`src/rtl/sync_fifo.sv`:
```
// sync_fifo: single-clock FIFO with registered read data and registered
// full/empty flags. Optional status outputs (count, almost_full,
// almost_empty) are compiled in when SYNC_FIFO_STATUS_EN is defined.
//
// Handshake: a write is accepted on a rising edge when wr_en=1 and either
// full=0 or a read is accepted on the same edge. A read is accepted when
// rd_en=1 and empty=0. The read word appears on rdata one cycle after the
// accepting edge and holds until the next accepted read. Requests that are
// not accepted leave every piece of state unchanged.
//
// DEPTH must be a power of two (>= 2) so the pointers wrap naturally.
module sync_fifo #(
  parameter int DATA_WIDTH = 8,
  parameter int DEPTH      = 16,
  parameter int ADDR_WIDTH = $clog2(DEPTH)
) (
  input  logic                  clk,
  input  logic                  rst,
  input  logic                  wr_en,
  input  logic [DATA_WIDTH-1:0] wdata,
  input  logic                  rd_en,
  output logic [DATA_WIDTH-1:0] rdata,
  output logic                  full,
  output logic                  empty
`ifdef SYNC_FIFO_STATUS_EN
  ,
  output logic [ADDR_WIDTH:0]   count,
  output logic                  almost_full,
  output logic                  almost_empty
`endif
);

  localparam logic [ADDR_WIDTH:0] DEPTH_C = (ADDR_WIDTH + 1)'(DEPTH);
  localparam logic [ADDR_WIDTH:0] ONE_C   = (ADDR_WIDTH + 1)'(1);

  logic [DATA_WIDTH-1:0] mem [DEPTH];
  logic [ADDR_WIDTH-1:0] wptr;
  logic [ADDR_WIDTH-1:0] rptr;
  logic [ADDR_WIDTH:0]   occ;
  logic [ADDR_WIDTH:0]   occ_next;
  logic                  rd_acc;
  logic                  wr_acc;

  // Acceptance decisions; a full FIFO still takes a write when a read frees a slot.
  always_comb begin
    rd_acc = rd_en && !empty;
    wr_acc = wr_en && (!full || rd_acc);
  end

  // Next occupancy from the accepted operations.
  always_comb begin
    occ_next = occ;
    case ({wr_acc, rd_acc})
      2'b10:   occ_next = occ + ONE_C;
      2'b01:   occ_next = occ - ONE_C;
      default: occ_next = occ;
    endcase
  end

  // Storage array; contents are not reset, pointers define validity.
  always_ff @(posedge clk) begin
    if (wr_acc) begin
      mem[wptr] <= wdata;
    end
  end

  // Pointers, occupancy, registered read data and flags.
  always_ff @(posedge clk or posedge rst) begin
    if (rst) begin
      wptr  <= '0;
      rptr  <= '0;
      occ   <= '0;
      rdata <= '0;
      full  <= 1'b0;
      empty <= 1'b1;
    end else begin
      if (wr_acc) begin
        wptr <= wptr + ADDR_WIDTH'(1);
      end
      if (rd_acc) begin
        rptr  <= rptr + ADDR_WIDTH'(1);
        rdata <= mem[rptr];
      end
      occ   <= occ_next;
      full  <= (occ_next == DEPTH_C);
      empty <= (occ_next == '0);
    end
  end

`ifdef SYNC_FIFO_STATUS_EN
  // Threshold flags registered alongside full/empty from the same next count.
  always_ff @(posedge clk or posedge rst) begin
    if (rst) begin
      almost_full  <= 1'b0;
      almost_empty <= 1'b1;
    end else begin
      almost_full  <= (occ_next >= (DEPTH_C - ONE_C));
      almost_empty <= (occ_next <= ONE_C);
    end
  end

  assign count = occ;
`endif

endmodule

```
`config.mk`:
```
export PLATFORM = sky130hd
export DESIGN_NAME = sync_fifo
export DESIGN_NICKNAME = d
export VERILOG_FILES = /design/src/rtl/sync_fifo.sv
export SDC_FILE = /design/constraint.sdc
export NUM_CORES = 1
export LEC_CHECK = 0
export ABC_AREA = 1
export CAP_MARGIN = 20
export CORE_UTILIZATION = 30
export DETAILED_ROUTE_END_ITERATION = 12
export PLACE_DENSITY = 0.42
export SYNTH_ARGS = -nofsm -noshare
export SYNTH_HDL_FRONTEND = slang
export SYNTH_SLANG_ARGS = --single-unit
```
`constraint.sdc`:
```
create_clock -name clk -period 5.85 [get_ports clk]
set_input_delay 1.17 -clock clk [delete_from_list [all_inputs] [get_ports clk]]
set_output_delay 1.17 -clock clk [all_outputs]
set_load 0.05 [all_outputs]
```
# After elaboration in Yosys (flattened, before gate mapping)
# Memory sizes are Yosys's and may differ from the RTL's. A register that Yosys moved wholly into a read port is not among the register bits.
# Index checks and enable logic that the tools add are counted.
[totals] ff_bits=15 ramBits=128 inputBits=12 out_inout_bits=10 elab_cells=22 mem_count=1
[memory_table] name="mem" depth=16 width=8 read_ports=1 rd_clocked_by_memory_dff=1 write_ports=1 line="36" text="logic [DATA_WIDTH-1:0] mem [DEPTH];"
[op_classes] addsub=4 eq_ne=3 mux=3 n_reduce_logical=6
[ops] cell="$pmux 5 s2" n=1
[ops] cell="$add 4x1->4 const B" n=2
[ops] cell="$add 5x1->5 const B" n=1
[ops] cell="$eq 5x5->1 const B" n=1
[ops] cell="$logic_not 5->1" n=1
[ops] cell="$sub 5x1->5 const B" n=1
[ops] cell="$eq 2x1->1 const B" n=1
[ops] cell="$eq 2x2->1 const B" n=1
[ops] cell="$logic_and 1x1->1" n=2
[ops] cell="$logic_not 1->1" n=2
[ops] cell="$mux 1" n=2
[ops] cell="$logic_or 1x1->1" n=1

# Depth between registers and ports, before layout
[logic_depth] ltp_word=7 depth_mapped=19 mapped_depth_nobuf=19

# Least setup slack after synthesis
# OpenSTA, ideal clock, no wires.
[synth_timing] path_kind="in2reg" startpoint="input rd_en" endpoint="register full" setup_ns=0.071 arrival_ns=2.974 required_ns=5.779 slack_ns=2.804 stages=14 path_buffers=1 path_cell_list="inv_1 -> nor2_4 -> buf_1 -> ha_1 -> nand2_1 -> inv_1 -> nor2_1 -> ha_1 -> nand2_2 -> nand2_2 -> or2_0 -> nor2_1 -> nand3_1 -> nor2_1"
[synth_via] elab_chain_len=6 word_cells_on_any_way=7 classes_between="eq/ne (3); mux (1); reduce/logical (3)"
[synth_lines] element="from (decl)" line="21" text="input logic rd_en,"
[synth_lines] element="$logic_and 1x1->1 *" line="46" text="rd_acc = rd_en && !empty;"
[synth_lines] element="via rd_acc" line="41" text="logic rd_acc;"
[synth_lines] element="$logic_or 1x1->1" line="47" text="wr_acc = wr_en && (!full || rd_acc);"
[synth_lines] element="$logic_and 1x1->1" line="47"
[synth_lines] element="$eq 2x1->1 / $eq 2x2->1 (equally long branches)" line="53" text="case ({wr_acc, rd_acc})"
[synth_lines] element="$pmux 5 s2 *" line="53"
[synth_lines] element="via occ_next[1]" line="40" text="logic [ADDR_WIDTH:0] occ_next;"
[synth_lines] element="$eq 5x5->1 *" line="85" text="full <= (occ_next == DEPTH_C);"
[synth_lines] element="to (signal assigned)" line="85"
[synth_lines] element="to (decl)" line="23" text="output logic full,"
# The timed path passes the listed nets; every way through them passes the cells marked *.
# A chain may end at the register's enable or synchronous reset.

# Final worst setup path
[layout_timing] startpoint="input rd_en" endpoint="register full"
[layout_via] elab_chain_len=6 word_cells_on_any_way=7 classes_between="eq/ne (3); mux (1); reduce/logical (3)"
[layout_lines] element="$logic_and 1x1->1 *" line="46"
[layout_lines] element="$logic_or 1x1->1" line="47"
[layout_lines] element="$logic_and 1x1->1" line="47"
[layout_lines] element="$eq 2x1->1 / $eq 2x2->1 (equally long branches)" line="53"
[layout_lines] element="$pmux 5 s2 *" line="53"
[layout_lines] element="via occ_next[1]" line="40"
[layout_lines] element="$eq 5x5->1 *" line="85"
# Marked as above.

==> impl_metrics.json <==
{
  "status": "complete, no violations",
  "syn2layout_area_growth_pct": 16.44,
  "die_h_um": 147.3,
  "cp_slowest_cell": "clkdlybuf4s50_1",
  "synth_top_area_share_pct": 60.71,
  "place_ws_ns": 1.838,
  "setup_ws_ns": 2.272,
  "dr.first_iter.drc_count": 276,
  "cts_made_buffers": 17,
  "fmax_mhz": 279.5,
  "min-delay-start": "rdata[1]",
  "cap_violations": 0,
  "register_area_um2": 4422,
  "skew_ns": 0.009294,
  "crit_required_ns": 6.21,
  "wl_um": 16030,
  "initial_core_util_pct": 30.99,
  "synth.yosys.seq_area_share_pct": 69.82,
  "viasPerCell": 4.639,
  "crit_chain": "clkdlybuf4s50_1 -> inv_1 -> nor2_4 -> inv_2 -> nand2_1 -> nand2_2 -> ha_1 -> nand2_1 -> inv_1 -> nor2_1 -> ha_1 -> nand2_2 -> nand2_2 -> or2_0 -> nor2_1 -> nand3_1 -> nor2_1",
  "slew-limit-headroom_pct": 38.93,
  "syn_area_um2": 6331,
  "clk_pin_slew_ns": 0.06,
  "rsz0062_at_grt": "false",
  "via_count": 4008,
  "synth_cell_types": 27,
  "first_pass_iters": 5,
  "cp_max_fo": 15,
  "p_leak_nw": 2.749,
  "startpoint_type": "input pin",
  "num_rows": 52,
  "grt_pass1_wl_um": 24640,
  "powerDensity_nw_per_um2": 529.6,
  "worst_pin_slew_ns": 0.9127,
  "cp-startpoint": "rd_en",
  "finalCritPeriodShare_pct": 61.16,
  "syn_nets": 580,
  "io_pins": 22,
  "grt_max_degree": 38,
  "reg2reg_from": "empty",
  "portBuffers": 21,
  "arrival_ns": 3.93,
  "wl_per_cell_um": 18.56,
  "synth_area_per_cell_um2": 11.31,
  "nets": 601,
  "cp_slowest_stage_delay_ns": 0.46,
  "fin_tns_setup_ns": 0,
  "grtUsageTotal_pct": 15.81,
  "maxSlewViolCount": 0,
  "n_antenna_cell": 0,
  "hp-class": "register to register",
  "synthCells": 560,
  "die_area_um2": 21690,
  "n_fill_cell": 2063,
  "antenna_found_initial": 0,
  "yosys.area.top_type": "edfxtp_1",
  "cts_resized": 0,
  "multi_input_area_um2": 1668,
  "grt_pass1_vias": 3985,
  "irDropWorstVdd_mv": 0.1764,
  "htree_levels": 4,
  "cts_tree": "built",
  "drc": 0,
  "cts_root_buf": "clkbuf_16",
  "path_class": "input pin to register",
  "min_period_ns": 3.578,
  "critPathTopFamily": "simple AND/OR/NAND/NOR gates",
  "grt_overflow": 0,
  "setup_violations": 0,
  "end_kind": "register",
  "clk_latency_ns": 0.43,
  "fin_util_pct": 36.09,
  "ys_warn_count": 0,
  "cts-hold-fix-buffers": 0,
  "die_w_um": 147.3,
  "hpwl_um": 9897,
  "ant_nets": 0,
  "drive_above_1_share_pct": 7.912,
  "worst-path-buf-inv": 4,
  "post_cts.repair.setup_buffers": 0,
  "report.final.hold_viol_count": 0,
  "core_um2": 20430,
  "cts_sinks": 151,
  "ys_seq_elements": 151,
  "yosys-top-cells-area": "edfxtp_1 61%, nand2_1 10%, dfrtp_1 8.7%, nand3_1 6.6%, nor2_1 2.4%",
  "gp_congestion": 0.8277,
  "r2r_slack_ns": 3.14,
  "clk_path_buf_depth": 2
}
[Yosys cell counts, drive strengths merged]
library cell,n
o21ai,16
xor2,6
xnor2,1
a21oi,16
o22ai,4
nand2,176
or2,1
nand3,83
inv,23
dfrtp,22
edfxtp,128
dfstp,1
nor2,42
nand4,3
clkinv,1
nor3,1
clkbuf,4
ha,8
buf,20
a21boi,4
[tightest hold or removal path: stages (launching register included)]
cell and delay (ns):
dfrtp_1 0.35, nand2_1 0.06, nand2_1 0.05
[metrics by stage]
stage / hold slack [ns] / area [um2] / instances / total power [mW]
CTS: 0.4938 / 7345 / 863 / 3.949
floorplan: 0.4892 / 6331 / 560 / 2.421
global route: 0.5355 / 7372 / 864 / 4.147
global placement: 0.5038 / 6758 / 831 / 2.844
finish: 0.4958 / 7372 / 864 / 3.904
detailed placement: 0.4797 / 6758 / 831 / 2.849
[layer usage]
layer	up-vias	wire, um	track usage [%]
met3	20	410	3.602
met2	63	7334	23.87
met4	0	311	6.237
met1	1955	7977	21.95
met5	-	0	0
li1	1970	-	-
[state kept, by name, summed over array words and instances, names as in the netlist]
signal  flops
wptr        4
full        1
rptr        4
empty       1
rdata       8
occ         5
mem       128
[final timing paths]
kind                            cells past startpoint       end
worst min-delay path                                2  rdata[1]
max in group asynchronous                           3     empty
worst max-delay path                               17      full
worst min register to register                      2  rdata[1]
worst max register to register                     15      full
min in group asynchronous                           2   wptr[0]
[report_power, final]
part	leakage, nW	internal (mW)	switching (mW)	total (mW)
sequential	1.43	1.35	0.141	1.49
clock	0.278	0.655	0.441	1.10
combinational	1.04	0.386	0.936	1.32
total	2.75	2.39	1.52	3.90
[cell type report]
cell class,instances,share of cell area (%)
Clock inverter,9,1.612
Multi-Input combinational cell,361,22.62
Inverter,24,1.222
Timing Repair Buffer,26,3.632
Clock buffer,23,6.348
Tap cell,270,4.582
Sequential cell,151,59.98
[placed cells by master (no fill, tap or decap), drive strengths merged]
| cell type | n |
|---|---|
| dfstp | 1 |
| nor3 | 1 |
| o21ai | 16 |
| clkinvlp | 2 |
| buf | 5 |
| nor2 | 42 |
| clkbuf | 23 |
| xor2 | 6 |
| nand2 | 176 |
| o22ai | 4 |
| xnor2 | 1 |
| or2 | 1 |
| a21boi | 4 |
| clkdlybuf4s50 | 21 |
| a21oi | 16 |
| nand3 | 83 |
| edfxtp | 128 |
| clkinv | 5 |
| bufinv | 2 |
| dfrtp | 22 |
| nand4 | 3 |
| inv | 24 |
| ha | 8 |
[kinds of logic (layout without fill, tap and decap cells)]
group,after synthesis,count (layout),synth area share [%]
xor+xnor,7,7,0.9684
compound gates,40,40,3.399
flops,151,151,69.82
buf+inv,48,82,3.834
simple gates,306,306,20.40
fa+ha+maj,8,8,1.581
Note: power is estimated with default switching activity, not from simulation.
